### src/rtl/result_collector_if.sv
// Nibble-in / byte-out handshake bundle shared by the result collector and its upstream/downstream.
interface result_collector_if #(
  parameter int N_width = 4,
  parameter int OUT_W   = 8
);
  logic               in_valid;
  logic [N_width-1:0] in_nibble;
  logic               out_ready;
  logic               out_valid;
  logic [OUT_W-1:0]   out_byte;

  modport master (output in_valid, in_nibble, out_ready, input out_valid, out_byte);
  modport slave  (input in_valid, in_nibble, out_ready, output out_valid, out_byte);
endinterface

### src/rtl/result_collector.sv
// Reassembles the FSM nibble stream into an N-bit word and drains it as OUT_W-bit bytes.
// Optional trailing XOR checksum byte: define RESULT_COLLECTOR_CHECKSUM_EN.
module result_collector #(
  parameter int N       = 64,
  parameter int N_width = 4,
  parameter int OUT_W   = 8
) (
  input  logic               clk,
  input  logic               rst,
  input  logic               clear,
  result_collector_if.slave  bus,
  output logic               word_done,
  output logic               short_err,
  output logic               overrun_err,
  output logic [1:0]         state_res
);
  localparam int NIB    = N / N_width;
  localparam int BYT    = N / OUT_W;
  localparam int NIB_CW = $clog2(NIB);
  localparam int DAT_IW = $clog2(BYT);
`ifdef RESULT_COLLECTOR_CHECKSUM_EN
  localparam int BI_W     = DAT_IW + 1;
  localparam int LAST_IDX = BYT;
`else
  localparam int BI_W     = DAT_IW;
  localparam int LAST_IDX = BYT - 1;
`endif

  typedef enum logic [1:0] {IDLE = 2'd0, COLLECT = 2'd1, DRAIN = 2'd2} state_t;

  state_t            state_q, state_d;
  logic [NIB_CW-1:0] nib_cnt_q, nib_cnt_d;
  logic [BI_W-1:0]   byte_idx_q, byte_idx_d;
  logic [N-1:0]      word_q, word_d;
  logic              word_done_q, word_done_d;
  logic              short_err_q, short_err_d;
  logic              overrun_err_q, overrun_err_d;
  logic [DAT_IW-1:0] data_idx;

`ifdef RESULT_COLLECTOR_CHECKSUM_EN
  function automatic logic [OUT_W-1:0] word_xor(input logic [N-1:0] w);
    logic [OUT_W-1:0] acc;
    acc = '0;
    for (int i = 0; i < BYT; i++) acc = acc ^ w[i*OUT_W +: OUT_W];
    return acc;
  endfunction
`endif

  always_comb begin
    state_d       = state_q;
    nib_cnt_d     = nib_cnt_q;
    byte_idx_d    = byte_idx_q;
    word_d        = word_q;
    word_done_d   = 1'b0;
    short_err_d   = short_err_q;
    overrun_err_d = overrun_err_q;
    if (clear) begin
      state_d       = IDLE;
      nib_cnt_d     = '0;
      byte_idx_d    = '0;
      word_d        = '0;
      short_err_d   = 1'b0;
      overrun_err_d = 1'b0;
    end else begin
      case (state_q)
        IDLE: begin
          if (bus.in_valid) begin
            word_d              = '0;
            word_d[N_width-1:0] = bus.in_nibble;
            nib_cnt_d           = NIB_CW'(1);
            state_d             = COLLECT;
          end
        end
        COLLECT: begin
          if (bus.in_valid) begin
            word_d[nib_cnt_q*N_width +: N_width] = bus.in_nibble;
            nib_cnt_d = nib_cnt_q + NIB_CW'(1);
            if (nib_cnt_q == NIB_CW'(NIB - 1)) begin
              state_d    = DRAIN;
              byte_idx_d = '0;
            end
          end else begin
            // Gap in the stream: the partial word is useless, so drop it and flag.
            short_err_d = 1'b1;
            nib_cnt_d   = '0;
            state_d     = IDLE;
          end
        end
        DRAIN: begin
          if (bus.in_valid) overrun_err_d = 1'b1;
          if (bus.out_ready) begin
            if (byte_idx_q == BI_W'(LAST_IDX)) begin
              byte_idx_d  = '0;
              nib_cnt_d   = '0;
              word_done_d = 1'b1;
              state_d     = IDLE;
            end else begin
              byte_idx_d = byte_idx_q + BI_W'(1);
            end
          end
        end
        default: state_d = IDLE;
      endcase
    end
  end

  always_ff @(posedge clk or negedge rst) begin
    if (!rst) begin
      state_q       <= IDLE;
      nib_cnt_q     <= '0;
      byte_idx_q    <= '0;
      word_q        <= '0;
      word_done_q   <= 1'b0;
      short_err_q   <= 1'b0;
      overrun_err_q <= 1'b0;
    end else begin
      state_q       <= state_d;
      nib_cnt_q     <= nib_cnt_d;
      byte_idx_q    <= byte_idx_d;
      word_q        <= word_d;
      word_done_q   <= word_done_d;
      short_err_q   <= short_err_d;
      overrun_err_q <= overrun_err_d;
    end
  end

  assign data_idx = byte_idx_q[DAT_IW-1:0];

  always_comb begin
    bus.out_valid = (state_q == DRAIN);
    bus.out_byte  = '0;
    if (state_q == DRAIN) begin
`ifdef RESULT_COLLECTOR_CHECKSUM_EN
      if (byte_idx_q == BI_W'(BYT)) bus.out_byte = word_xor(word_q);
      else                          bus.out_byte = word_q[data_idx*OUT_W +: OUT_W];
`else
      bus.out_byte = word_q[data_idx*OUT_W +: OUT_W];
`endif
    end
  end

  assign word_done   = word_done_q;
  assign short_err   = short_err_q;
  assign overrun_err = overrun_err_q;
  assign state_res   = state_q;
endmodule

### src/flat_wrapper.sv
// flat-port wrapper written by rule: the top's interface ports become plain ports
module result_collector_flat 
#(
  parameter int N       = 64,
  parameter int N_width = 4,
  parameter int OUT_W   = 8
)
  (clk, rst, clear, word_done, short_err, overrun_err, state_res, bus_in_valid, bus_in_nibble, bus_out_ready, bus_out_valid, bus_out_byte);
  result_collector_if #(.N_width(N_width), .OUT_W(OUT_W)) bus_i ();
  input  logic clk;
  input  logic rst;
  input  logic clear;
  output logic word_done;
  output logic short_err;
  output logic overrun_err;
  output logic [1:0] state_res;
  input wire logic [$bits(bus_i.in_valid)-1:0] bus_in_valid;
  input wire logic [$bits(bus_i.in_nibble)-1:0] bus_in_nibble;
  input wire logic [$bits(bus_i.out_ready)-1:0] bus_out_ready;
  output wire logic [$bits(bus_i.out_valid)-1:0] bus_out_valid;
  output wire logic [$bits(bus_i.out_byte)-1:0] bus_out_byte;
  assign bus_i.in_valid = bus_in_valid;
  assign bus_i.in_nibble = bus_in_nibble;
  assign bus_i.out_ready = bus_out_ready;
  assign bus_out_valid = bus_i.out_valid;
  assign bus_out_byte = bus_i.out_byte;
  result_collector #(.N(N), .N_width(N_width), .OUT_W(OUT_W)) u_core (.clk(clk), .rst(rst), .clear(clear), .bus(bus_i), .word_done(word_done), .short_err(short_err), .overrun_err(overrun_err), .state_res(state_res));
endmodule
### config.mk
export PLATFORM = sky130hd
export DESIGN_NAME = result_collector_flat
export DESIGN_NICKNAME = d
export VERILOG_FILES = /design/src/rtl/result_collector_if.sv /design/src/rtl/result_collector.sv /design/src/flat_wrapper.sv
export SDC_FILE = /design/constraint.sdc
export NUM_CORES = 1
export LEC_CHECK = 0
export ABC_CLOCK_PERIOD_IN_PS = 2800
export CELL_PAD_IN_SITES_DETAIL_PLACEMENT = 1
export CELL_PAD_IN_SITES_GLOBAL_PLACEMENT = 2
export CORE_ASPECT_RATIO = 1.1
export CORE_MARGIN = 2
export CORE_UTILIZATION = 43
export DETAILED_ROUTE_END_ITERATION = 7
export DONT_BUFFER_PORTS = 1
export PLACE_DENSITY = 0.81
export SYNTH_ARGS = -nofsm -noshare
export SYNTH_HDL_FRONTEND = slang
export SYNTH_SLANG_ARGS = --single-unit
### constraint.sdc
create_clock -name clk -period 2.8 [get_ports clk]
set_input_delay 0.42 -clock clk [delete_from_list [all_inputs] [get_ports clk]]
set_output_delay 0.42 -clock clk [all_outputs]
set_load 0.03 [all_outputs]
==> impl_metrics.py, run 1 <==
metrics = {
    "setup_path": {
        "crit_buf_inv": 0,
        "cp_cell_sequence": "nor3_1 > ha_1 > or4b_1 > or3_4 > a21boi_4 > mux2_2",
        "setup.worst_path.start_class": "flop",
        "r2r_end": "u_core.word_q[1]$_DFFE_PN0P_",
        "rr_startpoint": "u_core.nib_cnt_q[0]$_DFFE_PN0P_",
        "cp_slowest_stage_delay_ns": 0.50,
        "end_kind": "flop",
        "reg2reg_slack_ns": 0.26,
        "path_max_fanout": 11,
        "cp_slowest_cell": "dfrtp_1",
        "worstPathArrival_ns": 2.77,
        "worstRegToRegCells": 6,
        "criticalPathCategory": "flop to flop",
        "crit_family": "simple AND/OR/NAND/NOR gates",
        "worstPathRequired_ns": 3.03,
    },
    "min_path": {
        "whs_path_depth": 1,
        "hold_end": "u_core.byte_idx_q[1]$_DFFE_PN0P_",
        "hp-start": "clear",
        "hp-class": "input port to flop",
    },
    "cts": {
        "cts-buffers-inserted": 9,
        "tritoncts": "yes",
        "clk_path_buf_depth": 2,
        "worstSkewPairLatency_ns": 0.35,
        "clock-sinks": 76,
        "root_buffer": "clkbuf_8",
        "postCtsSetupBuffers": 0,
        "cts_max_level": 3,
        "clk_pin_slew_ns": 0.08,
    },
    "global_routing": {
        "grt_usage_pct": 24.4,
        "grt_pass1_vias": 3352,
        "grt_overflow": 0,
        "antenna_found_initial": 0,
        "grt_max_degree": 77,
        "grt_pass1_wl_mm": 18.4,
    },
    "die": {
        "die_h_um": 105,
        "io_pins": 23,
        "die_area_sq_um": 10100,
        "start_util_pct": 44.7,
        "die_w_um": 95.8,
        "rows": 36,
        "core_sq_um": 8920,
    },
    "logic_synthesis": {
        "post_synth_xor_area_fraction_pct": 0.220,
        "synth_top_family_by_area": "compound AO/OA/AOI/OAI gates",
        "synth_compound_area_share_pct": 19.3,
        "yosys_warnings": 0,
        "ys_seq_area_share_pct": 47.7,
        "synth_adder_area_share_pct": 2.82,
        "ys_seq_elements": 76,
        "syn_area_sq_um": 3990,
        "synthFlopType": "dfrtp_1",
        "synth.area.mux_share_pct": 12.4,
        "synth_enable_flop_cells": 0,
        "syn_area_per_cell_sq_um": 11.4,
        "synth.distinct_cells": 48,
        "syn_nets": 368,
        "synth-async-reset-ratio_pct": 100,
        "synthSimpleGateAreaFrac_pct": 14.2,
        "syn_inst": 350,
    },
    "detailed_routing": {
        "first_pass_iters": 4,
        "vias": 2998,
        "routedWlPerCell_um": 23.0,
        "ant_nets": 0,
        "via_per_inst": 6.18,
        "drc": 0,
        "drtIter0Drc": 152,
        "routed_wirelength_mm": 11.2,
    },
    "placement": {
        "gp_congestion": 0.865,
        "port_buffers": 0,
        "hpwl_mm": 7.97,
        "place_area_sq_um": 4220,
    },
    "timing": {
        "rsz0062_at_grt": "no",
        "fmax_mhz": 393,
        "tightest_slew_ns": 0.607,
        "tns_ns": 0,
        "maxSlewViolCount": 0,
        "finalHoldViolCount": 0,
        "finalClockSkew_ns": 0.00605,
        "setup_viol": 0,
        "layout_min_cycle_time_ns": 2.54,
        "maxSlewHeadroom_pct": 59.1,
        "period_share_pct": 90.8,
    },
    "final_layout": {
        "layout-drive-gt1-share_pct": 17.0,
        "seqCellArea_sq_um": 1900,
        "syn2layout_area_growth_pct": 11.5,
        "nFillCells": 970,
        "nets": 385,
        "design_area_sq_um": 4440,
        "multi_input_area_sq_um": 1950,
        "num_antenna_cells": 0,
    },
    "pwr": {
        "ir_worst_vdd_uv": 234,
        "seqPwrFrac_pct": 49.0,
        "power_mw": 2.33,
        "p_int_mw": 1.66,
        "combPwrFrac_pct": 16.6,
        "p_leak_nw": 1.92,
        "clkPwrFrac_pct": 34.4,
        "power_switching_share_pct": 28.6,
        "pwr_density_cell_nw_per_um2": 525,
        "p_sw_uw": 668,
    },
    "run_status": {
        "outcome": "finished clean",
    },
    "run": {
        "max_cap_violations": 0,
    },
}
synthesized netlist by cell type (3+ instances only):
library cell	n	area [sq um]
nor3b_1	3	22.5
nand2_1	27	101
dfrtp_1	76	1900
buf_2	6	30.0
mux2i_1	10	100
inv_1	9	33.8
nor3_1	15	75.1
ha_1	9	113
nor2b_1	12	75.1
a22o_1	44	385
nor2_1	16	60.1
o21ai_0	19	95.1
a21oi_1	6	30.0
mux2_2	3	33.8
nand4_1	3	18.8
nand2b_1	6	37.5
clkbuf_1	11	41.3
a32o_1	9	90.1
o2bb2ai_1	8	70.1
mux4_2	16	360
nand3_1	9	45.0
power groups by stage:
stage,combinational (mW),clock [mW],sequential [mW]
2_1_floorplan,0.274,0,1.16
3_3_place_gp,0.349,0,1.16
3_5_place_dp,0.361,0,1.16
4_1_cts,0.391,0.833,1.14
5_1_grt,0.435,0.872,1.14
6_report,0.388,0.803,1.14
sequential cells by signal (all words and copies together) (netlist names):
register / count
u_core.state_res: 2
u_core.overrun_err: 1
u_core.word_q: 64
u_core.byte_idx_q: 3
u_core.nib_cnt_q: 4
u_core.short_err: 1
u_core.word_done: 1
placed cells by master (no fill, tap or decap), types with 2 or more instances in the layout:
master     count
or3b_1         2
nor3b_1        3
mux2i_1       10
buf_4         25
nand2b_1       6
clkbuf_8      13
a21oi_1        6
nor2b_1       12
o21ai_1        2
nand2_1       27
nand3_1        9
a21o_1         2
nand3b_1       2
inv_1          9
dfrtp_1       76
a32o_1         9
o21ai_0       19
mux4_2        16
nor3_1        15
nor4_1         2
o2bb2ai_1      8
nor2_1        16
ha_1           9
mux2_2         3
nand4_1        3
a22o_1        44
how the worst max path moves through the flow:
stage | from | endpoint | cells past startpoint
after detailed placement | u_core.nib_cnt_q[0]$_DFFE_PN0P_ | u_core.word_q[0]$_DFFE_PN0P_ | 6
after floorplan | u_core.nib_cnt_q[0]$_DFFE_PN0P_ | u_core.word_q[0]$_DFFE_PN0P_ | 8
after global placement | u_core.nib_cnt_q[0]$_DFFE_PN0P_ | u_core.word_q[2]$_DFFE_PN0P_ | 6
after CTS | u_core.nib_cnt_q[0]$_DFFE_PN0P_ | u_core.word_q[1]$_DFFE_PN0P_ | 6
after global routing | u_core.nib_cnt_q[0]$_DFFE_PN0P_ | u_core.word_q[9]$_DFFE_PN0P_ | 6
final | u_core.nib_cnt_q[0]$_DFFE_PN0P_ | u_core.word_q[1]$_DFFE_PN0P_ | 6
area by class of cell:
cell class / count / share of cell area (%)
multi-input cells: 244 / 43.9
flip-flops and latches: 76 / 42.8
repair buffers: 27 / 5.07
clock buffers: 14 / 4.11
well taps: 114 / 3.21
inverters: 9 / 0.760
clock inverters: 1 / 0.113
what timing repair did:
item,4_1_cts,5_1_grt
endpoints found under the setup margin,0,0
hold buffers,2,0
gates resized for setup,0,0
endpoints found under the hold margin,76,0
logic make-up (layout without fill, tap and decap cells):
family | after synthesis | count (layout)
flip-flops | 76 | 76
AND/OR/NAND/NOR | 107 | 107
multiplexers | 29 | 29
adder cells (fa/ha/maj) | 9 | 9
buffers and inverters | 30 | 51
XOR/XNOR | 1 | 1
AO/OA/AOI/OAI | 98 | 98
stage by stage:
stage,worst slack [ns],utilization [%],hold WS (ns),std cells
floorplan,0.282,-,0.124,350
global placement,0.369,47.3,0.127,468
detailed placement,0.245,47.3,0.127,468
CTS,0.236,49.8,0.115,485
global route,0.0630,49.8,0.113,485
finish,0.259,49.8,0.132,485
layer usage:
layer  GRT usage [%]  vias to the layer above  share of wire, %
li1                -                     1364                 -
met1            33.9                     1538                45
met2            37.0                       78                48
met3            4.97                       18               4.6
met4            10.1                        0               2.5
met5               0                        -                 0
(Power assumes the default switching activity.)
==> inputs of run 2 (changes only) <==
--- a/config.mk
+++ b/config.mk
@@ -13,7 +13,9 @@
 export CORE_UTILIZATION = 43
 export DETAILED_ROUTE_END_ITERATION = 7
 export DONT_BUFFER_PORTS = 1
+export GPL_ROUTABILITY_DRIVEN = 0
 export PLACE_DENSITY = 0.81
+export REMOVE_ABC_BUFFERS = 1
 export SYNTH_ARGS = -nofsm -noshare
 export SYNTH_HDL_FRONTEND = slang
 export SYNTH_SLANG_ARGS = --single-unit
==> run 2 against run 1 <==
Against the previous run: via count down 0.30%; critical path depth down 2; non-clock buffer count down 3; global-route usage up 0.26 points; critical endpoint is now bus_out_byte[3]; largest cell class unchanged; worst hold slack worse by 0.013 ns; sequential share of layout area up 0.18 points; highest routed layer unchanged; cell area down 0.42%; die area unchanged; combinational power up 3%; clock-buffer cell count down 1; clock power up 3.7%.
==> impl_metrics.py, run 2 (synthesized netlist as in run 1, its figures left out) <==
metrics = {
    "setup_path": {
        "crit_buf_inv": 2,
        "worstRegToRegCells": 7,
        "cp.depth": 4,
        "cp_slowest_stage_delay_ns": 0.54,
        "rr_startpoint": "u_core.nib_cnt_q[0]$_DFFE_PN0P_",
        "criticalPathCategory": "flop to output pin",
        "worstPathArrival_ns": 2.15,
        "r2r_end": "u_core.word_q[52]$_DFFE_PN0P_",
        "setup.worst_path.start_class": "flop",
        "path_max_fanout": 14,
        "endpoint": "bus_out_byte[3]",
        "worstPathRequired_ns": 2.38,
        "crit_top_cell": "buf_4",
        "startpoint": "u_core.state_res[1]$_DFFE_PN0P_",
        "cp_cell_sequence": "ha_1 > buf_4 > nor2b_1 > buf_4",
        "reg2reg_slack_ns": 0.27,
        "end_kind": "output pin",
        "crit_family": "flip-flops",
        "cp_slowest_cell": "dfrtp_1",
    },
    "die": {
        "io_pins": 23,
        "core_sq_um": 8920,
        "die_w_um": 95.8,
        "rows": 36,
        "die_h_um": 105,
        "die_area_sq_um": 10100,
        "start_util_pct": 44.7,
    },
    "cts": {
        "worstSkewPairLatency_ns": 0.36,
        "root_buffer": "clkbuf_8",
        "clk_path_buf_depth": 2,
        "cts_max_level": 3,
        "clock-sinks": 76,
        "clk_pin_slew_ns": 0.07,
        "cts-buffers-inserted": 9,
        "tritoncts": "yes",
    },
    "run_status": {
        "outcome": "finished clean",
    },
    "detailed_routing": {
        "routed_wirelength_mm": 11.1,
        "first_pass_iters": 4,
        "via_per_inst": 6.20,
        "drtIter0Drc": 143,
        "vias": 2989,
        "ant_nets": 0,
        "routedWlPerCell_um": 23.0,
        "drc": 0,
    },
    "timing": {
        "setup_viol": 0,
        "rsz0062_at_grt": "no",
        "tightest_slew_ns": 0.673,
        "tns_ns": 0,
        "fin_ws_ns": 0.235,
        "whs_ns": 0.119,
        "fmax_mhz": 390,
        "layout_min_cycle_time_ns": 2.57,
        "maxSlewHeadroom_pct": 54.6,
        "maxSlewViolCount": 0,
        "period_share_pct": 91.6,
        "finalHoldViolCount": 0,
        "finalClockSkew_ns": 0.00581,
    },
    "final_layout": {
        "final_common_cell": "dfrtp_1",
        "final_cell_mix": "dfrtp_1 (76), a22o_1 (44), nand2_1 (27), buf_4 (22), o21ai_0 (19)",
        "nets": 382,
        "largest_reg_flops": 64,
        "nFillCells": 954,
        "syn2layout_area_growth_pct": 11.0,
        "instances_no_fill": 482,
        "utilization_pct": 49.6,
        "regMostFlops": "u_core.word_q",
        "layout-drive-gt1-share_pct": 16.0,
        "reg.largest.list": "u_core.word_q: 64 flops, u_core.nib_cnt_q: 4 flops, u_core.byte_idx_q: 3 flops",
        "num_antenna_cells": 0,
        "design_area_sq_um": 4430,
    },
    "placement": {
        "place_area_sq_um": 4200,
        "hpwl_mm": 7.82,
        "dp_cells": 465,
        "pre_cts_ws_ns": 0.249,
        "port_buffers": 0,
    },
    "pwr": {
        "ir_worst_vdd_uv": 231,
        "p_leak_nw": 1.90,
        "power_mw": 2.37,
        "pwr_density_cell_nw_per_um2": 536,
    },
    "global_routing": {
        "grt_pass1_wl_mm": 18.5,
        "grt_usage_pct": 24.6,
        "antenna_found_initial": 0,
        "grt_overflow": 0,
        "grt_pass1_vias": 3279,
        "grt_max_degree": 77,
    },
    "min_path": {
        "hp-class": "input port to flop",
    },
    "run": {
        "max_cap_violations": 0,
    },
}
[run 2: cell count changes in the layout (fill, tap and decap cells not counted)]
cell	change
buf_4	-3
clkbuf_8	-3
clkbuf_1	+2
xnor2_1	-1
bufinv_16	+1
xnor2_2	+1
[run 2: worst min path at each step]
stage,from,endpoint,slack (ns),cells after the start
finish,clear,u_core.short_err$_DFFE_PN0P_,0.12,1
global route,clear,u_core.byte_idx_q[2]$_DFFE_PN0P_,0.11,1
CTS,clear,u_core.short_err$_DFFE_PN0P_,0.11,1
detailed placement,rst,u_core.byte_idx_q[0]$_DFFE_PN0P_,0.13,0
global placement,rst,u_core.word_q[38]$_DFFE_PN0P_,0.13,0
floorplan,rst,u_core.byte_idx_q[0]$_DFFE_PN0P_,0.12,0
[run 2: layout make-up]
class	count	area [sq um]	area share, %
multi-input combinational	244	1960	44.3
sequential	76	1900	43.0
timing repair buffer	24	203	4.58
clock buffer	13	149	3.36
tap	114	143	3.22
clock inverter	2	35.0	0.792
inverter	9	33.8	0.763
[run 2: timing repair]
| item | in CTS | in global routing |
|---|---|---|
| hold buffers | 2 | 0 |
| endpoints found under the setup margin | 0 | 2 |
| endpoints found under the hold margin | 76 | 0 |
| buffers inserted | 0 | 0 |
| gates resized for setup | 0 | 1 |
[run 2: per-layer routing]
metal | vias to the layer above | GRT usage [%] | routed length [um]
li1 | 1360 | - | -
met5 | - | 0 | 0
met1 | 1554 | 34.9 | 5250
met2 | 55 | 37.6 | 5250
met4 | 0 | 10.4 | 299
met3 | 20 | 3.68 | 306
[run 2: worst reg2reg max path, cell delays in order, from the launching register on]
cell and delay [ns]:
dfrtp_1 0.47, inv_1 0.11, ha_1 0.44, and2b_1 0.23, nand3_1 0.23, or3_1 0.42, nor3_1 0.38, a22o_1 0.20
[run 2: power by group]
group	internal (mW)	switching, mW
Clock	0.432	0.401
Combinational	0.136	0.262
Sequential	1.12	0.0245
==> inputs of run 3 (changes only) <==
--- a/config.mk
+++ b/config.mk
@@ -8,13 +8,13 @@
 export ABC_CLOCK_PERIOD_IN_PS = 2800
 export CELL_PAD_IN_SITES_DETAIL_PLACEMENT = 1
 export CELL_PAD_IN_SITES_GLOBAL_PLACEMENT = 2
-export CORE_ASPECT_RATIO = 1.1
 export CORE_MARGIN = 2
 export CORE_UTILIZATION = 43
 export DETAILED_ROUTE_END_ITERATION = 7
 export DONT_BUFFER_PORTS = 1
 export GPL_ROUTABILITY_DRIVEN = 0
 export PLACE_DENSITY = 0.81
+export RECOVER_POWER = 25
 export REMOVE_ABC_BUFFERS = 1
 export SYNTH_ARGS = -nofsm -noshare
 export SYNTH_HDL_FRONTEND = slang
==> run 3 against run 2 <==
Against the previous run: the run now ends with capacitance limit, slew limit left; fmax fell by 0.67%; clock power rose by 11%; first-iteration DRC count grew 9.1%; via count is 1.0% higher; non-clock buffer count rose by 1; worst hold slack better by 0.0045 ns; critical path type is now flop to flop; largest power group unchanged.
==> impl_metrics.py, run 3 (synthesized netlist as in run 1, its figures left out) <==
metrics = {
    "global_routing": {
        "grt_pass1_vias": 3292,
        "grt_pass1_wl_mm": 18.5,
        "grt_usage_pct": 24.6,
        "grt_overflow": 0,
        "grt_max_degree": 77,
        "antenna_found_initial": 0,
    },
    "setup_path": {
        "cp.depth": 6,
        "cp_slowest_stage_delay_ns": 0.55,
        "crit_family": "simple AND/OR/NAND/NOR gates",
        "worstPathRequired_ns": 3.03,
        "end_kind": "flop",
        "startpoint": "u_core.nib_cnt_q[0]$_DFFE_PN0P_",
        "path_max_fanout": 11,
        "cp_slowest_cell": "dfrtp_1",
        "worstPathArrival_ns": 2.81,
        "crit_buf_inv": 1,
        "rr_startpoint": "u_core.nib_cnt_q[0]$_DFFE_PN0P_",
        "cp_cell_sequence": "inv_1 > ha_1 > xnor2_1 > nand2_1 > or3b_1 > a32o_1",
        "setup.worst_path.start_class": "flop",
        "criticalPathCategory": "flop to flop",
        "worstRegToRegCells": 6,
    },
    "final_layout": {
        "seqCellArea_sq_um": 1900,
        "reg.largest.list": "u_core.word_q: 64 flops, u_core.nib_cnt_q: 4 flops, u_core.byte_idx_q: 3 flops",
        "final_cell_mix": "dfrtp_1 (76), a22o_1 (44), nand2_1 (27), buf_4 (23), o21ai_0 (19)",
        "regMostFlops": "u_core.word_q",
        "nFillCells": 1004,
        "layout-drive-gt1-share_pct": 17.0,
        "instances_no_fill": 481,
        "final_common_cell": "dfrtp_1",
        "syn2layout_area_growth_pct": 11.3,
        "nets": 383,
        "multi_input_area_sq_um": 1960,
        "num_antenna_cells": 0,
        "largest_reg_flops": 64,
    },
    "detailed_routing": {
        "ant_nets": 0,
        "vias": 3019,
        "routedWlPerCell_um": 23.3,
        "drc": 0,
        "via_per_inst": 6.28,
        "first_pass_iters": 4,
        "drtIter0Drc": 156,
        "routed_wirelength_mm": 11.2,
    },
    "cts": {
        "cts_max_level": 3,
        "clk_pin_slew_ns": 0.08,
        "worstSkewPairLatency_ns": 0.35,
        "clk_path_buf_depth": 2,
        "postCtsSetupBuffers": 0,
        "cts-buffers-inserted": 9,
        "root_buffer": "clkbuf_8",
        "clock-sinks": 76,
        "tritoncts": "yes",
    },
    "timing": {
        "layout_min_cycle_time_ns": 2.58,
        "tightest_slew_ns": 1.86,
        "maxSlewHeadroom_pct": -23.7,
        "period_share_pct": 92.2,
        "finalClockSkew_ns": 0.00786,
        "whs_ns": 0.123,
        "setup_viol": 0,
        "fmax_mhz": 387,
        "finalHoldViolCount": 0,
        "maxSlewViolCount": 77,
        "tns_ns": 0,
    },
    "run_status": {
        "outcome": "finished with violations",
        "violations": "capacitance limit, slew limit",
    },
    "pwr": {
        "pwr_density_cell_nw_per_um2": 552,
        "p_leak_nw": 1.91,
        "ir_worst_vdd_uv": 321,
    },
    "min_path": {
        "whs_path_depth": 1,
        "hp-class": "input port to flop",
        "hp-start": "clear",
    },
    "die": {
        "io_pins": 23,
        "start_util_pct": 43.8,
        "die_area_sq_um": 10100,
        "die_h_um": 100,
        "rows": 35,
        "die_w_um": 100,
        "core_sq_um": 9110,
    },
    "placement": {
        "hpwl_mm": 7.74,
        "dp_cells": 463,
        "port_buffers": 0,
    },
    "run": {
        "max_cap_violations": 1,
    },
}
-- run 3: cell count changes in the layout (fill, tap and decap cells not counted) --
cell       change
clkinv_2       +2
bufinv_16      +1
xnor2_1        +1
clkbuf_2       +1
nor3_1         -1
xnor2_2        -1
buf_16         -1
nor3_2         +1
clkbuf_1       -2
buf_4          +1
-- run 3: metal layers --
| metal | track usage [%] | vias up | routed length, um |
|---|---|---|---|
| met5 | 0 | - | 0 |
| met4 | 6.43 | 0 | 121 |
| met1 | 33.8 | 1585 | 5220 |
| met3 | 4.25 | 11 | 342 |
| li1 | - | 1369 | - |
| met2 | 40.8 | 54 | 5520 |
-- run 3: path summary, 6_finish.rpt --
kind / end / slack [ns]
max: u_core.word_q[10]$_DFFE_PN0P_ / 0.22
min: u_core.byte_idx_q[2]$_DFFE_PN0P_ / 0.12
max in group asynchronous: u_core.word_q[11]$_DFFE_PN0P_ / 0.57
min in group asynchronous: u_core.word_done$_DFF_PN0_ / 1.10
min reg2reg: u_core.word_q[56]$_DFFE_PN0P_ / 0.51
max reg2reg: u_core.word_q[10]$_DFFE_PN0P_ / 0.22
-- run 3: area by class of cell --
| cell class | count | share of cell area (%) |
|---|---|---|
| multi-input cells | 244 | 44.1 |
| flip-flops and latches | 76 | 42.9 |
| repair buffers | 25 | 4.23 |
| clock buffers | 11 | 3.19 |
| well taps | 111 | 3.13 |
| clock inverters | 5 | 1.69 |
| inverters | 9 | 0.761 |
-- run 3: power breakdown --
group          leakage, nW  switching (mW)  internal (mW)
registers             1.06          0.0282           1.12
logic                0.746           0.252          0.129
clock network        0.113           0.401          0.522
-- run 3: what timing repair did --
item | 4_1_cts | 5_1_grt
hold endpoints to repair | 76 | 0
hold buffers | 2 | 0
endpoints found under the setup margin | 0 | 1
gates resized for setup | 0 | 1
-- run 3: through the flow --
stage,cell area (sq um),util [%],total power [mW],worst slack [ns]
2_1_floorplan,3890,-,1.41,0.277
3_3_place_gp,4200,46.1,1.51,0.328
3_5_place_dp,4200,46.1,1.52,0.284
4_1_cts,4450,48.9,2.47,0.259
5_1_grt,4440,48.7,2.56,-0.000133
6_report,4440,48.7,2.45,0.218
